<file path="config.mk">
export PLATFORM = sky130hd
export DESIGN_NAME = detection_frame_scheduler_flat
export DESIGN_NICKNAME = d
export VERILOG_FILES = /design/src/rtl/detection_frame_scheduler_pkg.sv /design/src/rtl/detection_frame_scheduler_if.sv /design/src/rtl/detection_frame_scheduler_align_pipe.sv /design/src/rtl/detection_frame_scheduler.sv /design/src/flat_wrapper.sv
export SDC_FILE = /design/constraint.sdc
export NUM_CORES = 1
export LEC_CHECK = 0
export CORE_MARGIN = 2
export CORE_UTILIZATION = 35
export CTS_CLUSTER_DIAMETER = 60
export DETAILED_ROUTE_END_ITERATION = 8
export SYNTH_ARGS = -nofsm -noshare
export SYNTH_HDL_FRONTEND = slang
export SYNTH_SLANG_ARGS = --single-unit
</file>
<file path="constraint.sdc">
create_clock -name clk -period 2.2 [get_ports clk]
set_input_delay 0.44 -clock clk [delete_from_list [all_inputs] [get_ports clk]]
set_output_delay 0.44 -clock clk [all_outputs]
set_load 0.01 [all_outputs]
</file>
<file path="src/rtl/detection_frame_scheduler_pkg.sv">
// detection_pkg: shared types and width helpers for the detection frame
// scheduler slice.
//   state_t  - scheduler FSM states
//   PIX_W    - pixel width
//   coord_w  - bits needed for a coordinate in [0, n-1]
//   cnt_w    - bits needed for a count in [0, n]
package detection_pkg;

  localparam int unsigned PIX_W = 8;

  typedef enum logic [1:0] {
    IDLE  = 2'd0,
    SCAN  = 2'd1,
    DRAIN = 2'd2,
    DONE  = 2'd3
  } state_t;

  function automatic int unsigned coord_w(input int unsigned n);
    if (n < 2) return 1;
    return $clog2(n);
  endfunction

  function automatic int unsigned cnt_w(input int unsigned n);
    return $clog2(n + 1);
  endfunction

endpackage

</file>
<file path="src/rtl/detection_frame_scheduler_if.sv">
// Pixel stream in (source -> scheduler) and detector stream out
// (scheduler -> detector), bundled as one interface.
//   master: environment side (pixel source and detector)
//   slave : scheduler side
interface detection_frame_scheduler_if;
  import detection_pkg::*;

  logic             src_valid;
  logic [PIX_W-1:0] src_data;
  logic             src_ready;
  logic [PIX_W-1:0] det_pixel;
  logic             det_valid;
  logic             det_object;

  modport master (
    output src_valid, src_data, det_object,
    input  src_ready, det_pixel, det_valid
  );

  modport slave (
    input  src_valid, src_data, det_object,
    output src_ready, det_pixel, det_valid
  );

endinterface

</file>
<file path="src/rtl/detection_frame_scheduler_align_pipe.sv">
// det_align_pipe: DEPTH-deep shift register of {valid, x, y} that tracks
// each detector input pixel's coordinates until its result comes back.
//   i_clk, i_rst_n     - clock, async active-low reset
//   i_clear            - synchronous flush (all stages invalid)
//   i_valid, i_x, i_y  - stage 0 input, shifted in every cycle
//   o_valid, o_x, o_y  - last stage output
module det_align_pipe #(
  parameter int unsigned DEPTH = 2,
  parameter int unsigned XW    = 6,
  parameter int unsigned YW    = 6
) (
  input  logic          i_clk,
  input  logic          i_rst_n,
  input  logic          i_clear,
  input  logic          i_valid,
  input  logic [XW-1:0] i_x,
  input  logic [YW-1:0] i_y,
  output logic          o_valid,
  output logic [XW-1:0] o_x,
  output logic [YW-1:0] o_y
);

  logic [DEPTH-1:0] r_valid;
  logic [XW-1:0]    r_x [DEPTH];
  logic [YW-1:0]    r_y [DEPTH];

  always_ff @(posedge i_clk or negedge i_rst_n) begin
    if (!i_rst_n) begin
      r_valid <= '0;
      for (int unsigned i = 0; i < DEPTH; i++) begin
        r_x[i] <= '0;
        r_y[i] <= '0;
      end
    end else if (i_clear) begin
      r_valid <= '0;
      for (int unsigned i = 0; i < DEPTH; i++) begin
        r_x[i] <= '0;
        r_y[i] <= '0;
      end
    end else begin
      r_valid[0] <= i_valid;
      r_x[0]     <= i_x;
      r_y[0]     <= i_y;
      for (int unsigned i = 1; i < DEPTH; i++) begin
        r_valid[i] <= r_valid[i-1];
        r_x[i]     <= r_x[i-1];
        r_y[i]     <= r_y[i-1];
      end
    end
  end

  assign o_valid = r_valid[DEPTH-1];
  assign o_x     = r_x[DEPTH-1];
  assign o_y     = r_y[DEPTH-1];

endmodule

</file>
<file path="src/rtl/detection_frame_scheduler.sv">
// detection_frame_scheduler: scans one IMG_W x IMG_H frame from a pixel
// source into the object detector and summarises its per-pixel results.
//   clk, rst         - clock, async active-low reset
//   bus (slave)      - src_valid/src_data/src_ready pixel stream in,
//                      det_pixel/det_valid out, det_object back
//   start, abort     - frame request / terminate
//   busy, frame_done - status (frame_done: one-cycle pulse)
//   hit_count, hit_any, first_hit_x, first_hit_y - frame summary
module detection_frame_scheduler
  import detection_pkg::*;
#(
  parameter int unsigned IMG_W       = 64,
  parameter int unsigned IMG_H       = 48,
  parameter int unsigned DET_LATENCY = 2
) (
  input  logic                            clk,
  input  logic                            rst,
  detection_frame_scheduler_if.slave      bus,
  input  logic                            start,
  input  logic                            abort,
  output logic                            busy,
  output logic                            frame_done,
  output logic [cnt_w(IMG_W*IMG_H)-1:0]   hit_count,
  output logic                            hit_any,
  output logic [coord_w(IMG_W)-1:0]       first_hit_x,
  output logic [coord_w(IMG_H)-1:0]       first_hit_y
);

  localparam int unsigned XW = coord_w(IMG_W);
  localparam int unsigned YW = coord_w(IMG_H);
  localparam int unsigned CW = cnt_w(IMG_W * IMG_H);
  localparam int unsigned DW = cnt_w(DET_LATENCY);

  localparam logic [XW-1:0] X_LAST     = XW'(IMG_W - 1);
  localparam logic [YW-1:0] Y_LAST     = YW'(IMG_H - 1);
  localparam logic [DW-1:0] DRAIN_LAST = DW'(DET_LATENCY);

  state_t           r_state, w_state_next;
  logic [XW-1:0]    r_x, r_det_x, r_first_x, w_pipe_x;
  logic [YW-1:0]    r_y, r_det_y, r_first_y, w_pipe_y;
  logic [CW-1:0]    r_hit_count;
  logic             r_hit_any;
  logic [PIX_W-1:0] r_det_pixel;
  logic             r_det_valid;
  logic [DW-1:0]    r_drain_cnt;
  logic             w_pipe_valid;
  logic             w_src_ready, w_busy, w_frame_done;
  logic             w_abort, w_start, w_take, w_last_pix, w_hit;

  assign w_abort    = abort & (r_state != IDLE);
  assign w_start    = start & ~abort & (r_state == IDLE);
  // abort outranks a pixel handshake in the same cycle
  assign w_take     = bus.src_valid & w_src_ready & ~w_abort;
  assign w_last_pix = (r_x == X_LAST) & (r_y == Y_LAST);
  assign w_hit      = w_pipe_valid & bus.det_object & ~w_abort;

  // FSM: state register
  always_ff @(posedge clk or negedge rst) begin
    if (!rst) r_state <= IDLE;
    else      r_state <= w_state_next;
  end

  // FSM: next state
  always_comb begin
    w_state_next = r_state;
    if (w_abort) begin
      w_state_next = IDLE;
    end else begin
      case (r_state)
        IDLE:    if (w_start) w_state_next = SCAN;
        SCAN:    if (w_take && w_last_pix) w_state_next = DRAIN;
        DRAIN:   if (r_drain_cnt == DRAIN_LAST) w_state_next = DONE;
        DONE:    w_state_next = IDLE;
        default: w_state_next = IDLE;
      endcase
    end
  end

  // FSM: Moore outputs
  always_comb begin
    w_src_ready  = 1'b0;
    w_busy       = 1'b1;
    w_frame_done = 1'b0;
    case (r_state)
      IDLE:    w_busy       = 1'b0;
      SCAN:    w_src_ready  = 1'b1;
      DONE:    w_frame_done = 1'b1;
      default: ;
    endcase
  end

  // DRAIN lasts DET_LATENCY+1 cycles: counter runs 0..DET_LATENCY
  always_ff @(posedge clk or negedge rst) begin
    if (!rst)                          r_drain_cnt <= '0;
    else if (r_state != DRAIN)         r_drain_cnt <= '0;
    else if (r_drain_cnt != DRAIN_LAST) r_drain_cnt <= r_drain_cnt + DW'(1);
  end

  // Scan position, detector drive and frame results
  always_ff @(posedge clk or negedge rst) begin
    if (!rst) begin
      r_x         <= '0;
      r_y         <= '0;
      r_det_x     <= '0;
      r_det_y     <= '0;
      r_det_pixel <= '0;
      r_det_valid <= 1'b0;
      r_hit_count <= '0;
      r_hit_any   <= 1'b0;
      r_first_x   <= '0;
      r_first_y   <= '0;
    end else begin
      r_det_valid <= w_take;
      if (w_take) begin
        r_det_pixel <= bus.src_data;
        r_det_x     <= r_x;
        r_det_y     <= r_y;
      end
      if (w_start) begin
        r_x         <= '0;
        r_y         <= '0;
        r_hit_count <= '0;
        r_hit_any   <= 1'b0;
        r_first_x   <= '0;
        r_first_y   <= '0;
      end else begin
        if (w_take) begin
          if (r_x == X_LAST) begin
            r_x <= '0;
            r_y <= w_last_pix ? '0 : r_y + YW'(1);
          end else begin
            r_x <= r_x + XW'(1);
          end
        end
        if (w_hit) begin
          r_hit_count <= r_hit_count + CW'(1);
          if (!r_hit_any) begin
            r_hit_any <= 1'b1;
            r_first_x <= w_pipe_x;
            r_first_y <= w_pipe_y;
          end
        end
      end
    end
  end

  // Pipe is fed from the registered detector inputs so its output lines up
  // with det_object DET_LATENCY cycles after det_valid.
  det_align_pipe #(
    .DEPTH (DET_LATENCY),
    .XW    (XW),
    .YW    (YW)
  ) u_align (
    .i_clk   (clk),
    .i_rst_n (rst),
    .i_clear (w_start | w_abort),
    .i_valid (r_det_valid),
    .i_x     (r_det_x),
    .i_y     (r_det_y),
    .o_valid (w_pipe_valid),
    .o_x     (w_pipe_x),
    .o_y     (w_pipe_y)
  );

  assign bus.src_ready = w_src_ready;
  assign bus.det_pixel = r_det_pixel;
  assign bus.det_valid = r_det_valid;
  assign busy          = w_busy;
  assign frame_done    = w_frame_done;
  assign hit_count     = r_hit_count;
  assign hit_any       = r_hit_any;
  assign first_hit_x   = r_first_x;
  assign first_hit_y   = r_first_y;

endmodule

</file>
<file path="src/flat_wrapper.sv">
// flat-port wrapper written by rule: the top's interface ports become plain ports
module detection_frame_scheduler_flat import detection_pkg::*;
#(
  parameter int unsigned IMG_W       = 64,
  parameter int unsigned IMG_H       = 48,
  parameter int unsigned DET_LATENCY = 2
)
  (clk, rst, start, abort, busy, frame_done, hit_count, hit_any, first_hit_x, first_hit_y, bus_src_valid, bus_src_data, bus_det_object, bus_src_ready, bus_det_pixel, bus_det_valid);
  detection_frame_scheduler_if bus_i ();
  input  logic clk;
  input  logic rst;
  input  logic start;
  input  logic abort;
  output logic busy;
  output logic frame_done;
  output logic [cnt_w(IMG_W*IMG_H)-1:0] hit_count;
  output logic hit_any;
  output logic [coord_w(IMG_W)-1:0] first_hit_x;
  output logic [coord_w(IMG_H)-1:0] first_hit_y;
  input wire logic [$bits(bus_i.src_valid)-1:0] bus_src_valid;
  input wire logic [$bits(bus_i.src_data)-1:0] bus_src_data;
  input wire logic [$bits(bus_i.det_object)-1:0] bus_det_object;
  output wire logic [$bits(bus_i.src_ready)-1:0] bus_src_ready;
  output wire logic [$bits(bus_i.det_pixel)-1:0] bus_det_pixel;
  output wire logic [$bits(bus_i.det_valid)-1:0] bus_det_valid;
  assign bus_i.src_valid = bus_src_valid;
  assign bus_i.src_data = bus_src_data;
  assign bus_i.det_object = bus_det_object;
  assign bus_src_ready = bus_i.src_ready;
  assign bus_det_pixel = bus_i.det_pixel;
  assign bus_det_valid = bus_i.det_valid;
  detection_frame_scheduler #(.IMG_W(IMG_W), .IMG_H(IMG_H), .DET_LATENCY(DET_LATENCY)) u_core (.clk(clk), .rst(rst), .bus(bus_i), .start(start), .abort(abort), .busy(busy), .frame_done(frame_done), .hit_count(hit_count), .hit_any(hit_any), .first_hit_x(first_hit_x), .first_hit_y(first_hit_y));
endmodule
</file>
==> run_results.csv <==
group,metric,value,unit
run_status,run_status,"finished, final reports clean",
clocking,clk_latency,0.35,ns
detailed_routing,met1_length,3.47,mm
sta,holdWs,0.0470,ns
critical_path,arrival,1.70,ns
clocking,clock_pin_slew_on_the_worst_setup_and_hold_paths,0.09,ns
synthesis,post_synth_fa_ha_maj_area_fraction,2.68,%
critical_path,critPathRequiredTime,1.76,ns
sta,final_max_slew_viol_count,0,
detailed_routing,drcViolationCount,0,
critical_path,cp-startpoint,"u_core.r_state[0]$_DFFE_PN0P_",
sta,finalSetupTns,0,ns
power_and_ir_drop,cellLeakagePower,0.00226,µW
synthesis,ys_warn_count,0,
synthesis,async_reset_ff_share,100,%
detailed_routing,detailroute.wirelength.met3,307,µm
finish,layout-drive-gt1-share,9.61,%
critical_path,worst_r2r_endpoint,"u_core.r_state[0]$_DFFE_PN0P_",
job,cap_viol_max_count,0,
global_routing,first_pass_grt_wire_length,12.0,mm
place,placement.io_buffers,50,
synthesis,yosys.area.top_type_share,58.9,%
global_routing,grtUsageTotal,13.4,%
synthesis,post_synth_main_area_contributors,"sky130_fd_sc_hd__dfrtp_1 59%, sky130_fd_sc_hd__nand2_1 7.9%, sky130_fd_sc_hd__and3_1 5.0%",
synthesis,yosys_register_bits,88,
global_routing,grt_pass1_vias,2464,
clocking,htreeDepth,3,
detailed_routing,antenna_violating_nets_post_route,0,
synthesis,syn_nets,372,
critical_path,cpPeakStageDelay,0.48,ns
sta,relSlewSlack,59.9,%
floorplanning,io_pins,51,
power_and_ir_drop,powerDensity,919,nW/µm²
min_path,timing.hold.worst.class,"in2async",
detailed_routing,dr.max_layer_used,"met4",
critical_path,worst_path_max_delay_cell,"sky130_fd_sc_hd__clkdlybuf4s50_1",
floorplanning,rows,37,
synthesis,synth.mux.area_fraction,0.268,%
synthesis,synth.distinct_cells,41,
finish,layoutNonFillerInstCount,542,
finish,nFillCells,1005,
sta,setup_violations,0,
critical_path,worstReg2RegStart,"u_core.r_y[0]$_DFFE_PN0P_",
sta,post_route_clock_period_utilization,97.1,%
detailed_routing,met2RoutedLength,3.38,mm
critical_path,critical-path-top-cell-by-count,"sky130_fd_sc_hd__inv_1",
finish,antenna-diode-count,0,
clocking,cts_root_buf,"sky130_fd_sc_hd__clkbuf_8",
synthesis,synth_ff_type,"sky130_fd_sc_hd__dfrtp_1",
synthesis,yosysMostFrequentCell,"sky130_fd_sc_hd__dfrtp_1",
detailed_routing,detailedRoute.firstIterationViolations,131,
detailed_routing,routed_wire_length_per_instance,13.3,µm
place,place.detailed.hpwl,4.83,mm
critical_path,r2r_slack,0.32,ns
global_routing,grt_start_max_net_pins,41,
floorplanning,die_h,107,µm
synthesis,synth-edff-count,0,
clocking,post-cts-setup-buffers,0,
detailed_routing,number_of_optimization_iterations_in_the_first_detailed_route_pass,4,
place,dpl_worst_slack,0.0717,ns
floorplanning,design.die.area,11500,µm²
clocking,tritoncts_clock_tree,"done",
sta,max_freq,468,MHz
detailed_routing,routed_wl,7.22,mm
synthesis,synth_compound_gate_area_share,8.93,%
sta,finalClockSkew,0.00665,ns
finish,design.final.nets,423,
sta,grt_setup_unrepaired,"yes",
floorplanning,core-area,10400,µm²
place,gp_congestion,0.805,
critical_path,critical_path.max_fanout,6,
finish,flow.area_growth_from_synthesis,23.5,%
clocking,cts-buffers-inserted,9,
synthesis,yosys.area.top_type,"sky130_fd_sc_hd__dfrtp_1",
floorplanning,initial_utilization,36.1,%
global_routing,antenna_violations_before_repair,0,
synthesis,synth_area,3740,µm²
critical_path,worst-setup-path-type,"reg2out",
clocking,cts_sinks,88,
detailed_routing,post_drt_via_cell_ratio,4.83,
critical_path,cp-start-kind,"flip-flop",
critical_path,critPathCaptureType,"output pin",
place,place_inst,526,
critical_path,crit_path_cell_trace,"inv_1 > ha_2 > inv_1 > clkdlybuf4s50_1",
synthesis,synthCells,350,
synthesis,simple_gate_area_share_of_the_yosys_netlist,23.0,%
sta,report.final.hold_viol_count,0,
synthesis,synthesis.area_per_instance,10.7,µm²
power_and_ir_drop,vdd_drop_max,0.000352,V
critical_path,crit_path_end,"busy",
synthesis,synth_top_family_by_area,"simple AND/OR/NAND/NOR gates",
sta,post-route-min-period,2.14,ns
synthesis,synth_seq_area_share,58.9,%
sta,max_slew.worst_pin.slew,0.597,ns
critical_path,r2r.worst_path.cells,5,
detailed_routing,vias,2620,
global_routing,gr-total-overflow,0,
synthesis,share_of_the_synthesized_netlist_area_taken_by_xor_and_xnor_gates,2.58,%
clocking,max-clock-path-buffers,2,
floorplanning,floorplan.die.width,107,µm
synthesis,synthTopCellsByCount,"88 x sky130_fd_sc_hd__dfrtp_1, 79 x sky130_fd_sc_hd__nand2_1, 30 x sky130_fd_sc_hd__and3_1",
sta,postLayoutSetupSlackWorst,0.0630,ns
## flip-flops by register name (all words and copies together), names as in the netlist
name / count
u_core.bus.det_pixel: 8
u_core.bus.det_valid: 1
u_core.first_hit_x: 6
u_core.first_hit_y: 6
u_core.hit_any: 1
u_core.hit_count: 12
u_core.r_det_x: 6
u_core.r_det_y: 6
u_core.r_drain_cnt: 2
u_core.r_state: 2
u_core.r_x: 6
u_core.r_y: 6
u_core.u_align.o_x: 6
u_core.u_align.o_y: 6
u_core.u_align.r_valid: 2
u_core.u_align.r_x: 6
u_core.u_align.r_y: 6
## repair_timing
item | 4_1_cts | 5_1_grt
endpoints found under the hold margin | 0 | 0
resized for setup | 2 | 0
hold buffers | 0 | 0
setup endpoints to repair | 2 | 1
## metrics by stage
| stage | power (µW) | utilization [%] | cell area (µm²) |
|---|---|---|---|
| 3_5_place_dp | 3190 | 42.7 | 4420 |
| 5_1_grt | 4490 | 44.5 | 4620 |
| 4_1_cts | 4290 | 44.5 | 4620 |
| 2_1_floorplan | 2690 | - | 3740 |
| 3_3_place_gp | 3160 | 42.7 | 4420 |
| 6_report | 4240 | 44.5 | 4620 |
## cells in the final DEF (no fill, tap or decap), types with 3 or more instances in the layout
cell and n:
sky130_fd_sc_hd__buf_4 7, sky130_fd_sc_hd__nor4_1 3, sky130_fd_sc_hd__nand4_1 5, sky130_fd_sc_hd__a31o_2 3, sky130_fd_sc_hd__buf_12 4, sky130_fd_sc_hd__nand2_1 79, sky130_fd_sc_hd__nand3_1 8, sky130_fd_sc_hd__and3_1 30
sky130_fd_sc_hd__dfrtp_1 88, sky130_fd_sc_hd__inv_1 6, sky130_fd_sc_hd__nor4_4 3, sky130_fd_sc_hd__a22o_1 12, sky130_fd_sc_hd__xnor2_1 10, sky130_fd_sc_hd__ha_1 6, sky130_fd_sc_hd__clkdlybuf4s50_1 49, sky130_fd_sc_hd__a31oi_1 6
sky130_fd_sc_hd__clkbuf_8 9, sky130_fd_sc_hd__nor3_1 5, sky130_fd_sc_hd__and2_1 5, sky130_fd_sc_hd__nor2_1 22, sky130_fd_sc_hd__o21ai_0 5, sky130_fd_sc_hd__a41o_1 3, sky130_fd_sc_hd__a21oi_1 11
## area by class of cell
type                            instances  area [µm²]  area share (%)
Sequential cell                        88        2200            47.7
Multi-Input combinational cell        235        1410            30.5
Timing Repair Buffer                   60         623            13.5
Tap cell                              136         170            3.69
Clock buffer                           11         131            2.85
Clock inverter                          5        57.6            1.25
Inverter                                7        26.3           0.569
## layer usage
| metal | GRT usage [%] | vias up |
|---|---|---|
| met4 | 5.49 | 0 |
| met5 | 0 | - |
| li1 | - | 1315 |
| met2 | 20.8 | 50 |
| met3 | 3.33 | 4 |
| met1 | 18.0 | 1251 |
## critical path, delay by kind of cell (launching register included)
kind | cells | cell delay [ns]
flops | 1 | 0.42
fa+ha+maj | 1 | 0.26
buf+inv | 3 | 0.67
## cell families (layout without fill, tap and decap cells)
logic type / count (synthesis) / after routing
AND/OR/NAND/NOR: 169 / 169
flip-flops: 88 / 88
AO/OA/AOI/OAI: 46 / 46
buffers and inverters: 27 / 83
XOR/XNOR: 11 / 11
adder cells (fa/ha/maj): 8 / 8
multiplexers: 1 / 1
## worst min-delay path by stage
stage,startpoint,to,slack (ns),cells past startpoint
floorplan,rst,u_core.bus.det_pixel[0]$_DFFE_PN0P_,0.14,0
global placement,rst,u_core.hit_count[4]$_DFFE_PN0P_,0.44,1
detailed placement,rst,u_core.hit_count[3]$_DFFE_PN0P_,0.44,1
CTS,rst,u_core.hit_count[3]$_DFFE_PN0P_,0.05,1
global route,rst,u_core.hit_count[4]$_DFFE_PN0P_,0.08,1
finish,rst,u_core.hit_count[4]$_DFFE_PN0P_,0.05,1
## report_power, final
group	switching, µW	internal (µW)	total (µW)
Combinational	614	531	1140
Sequential	157	1850	2010
Clock	559	527	1090
Note: power is estimated with default switching activity, not from simulation.
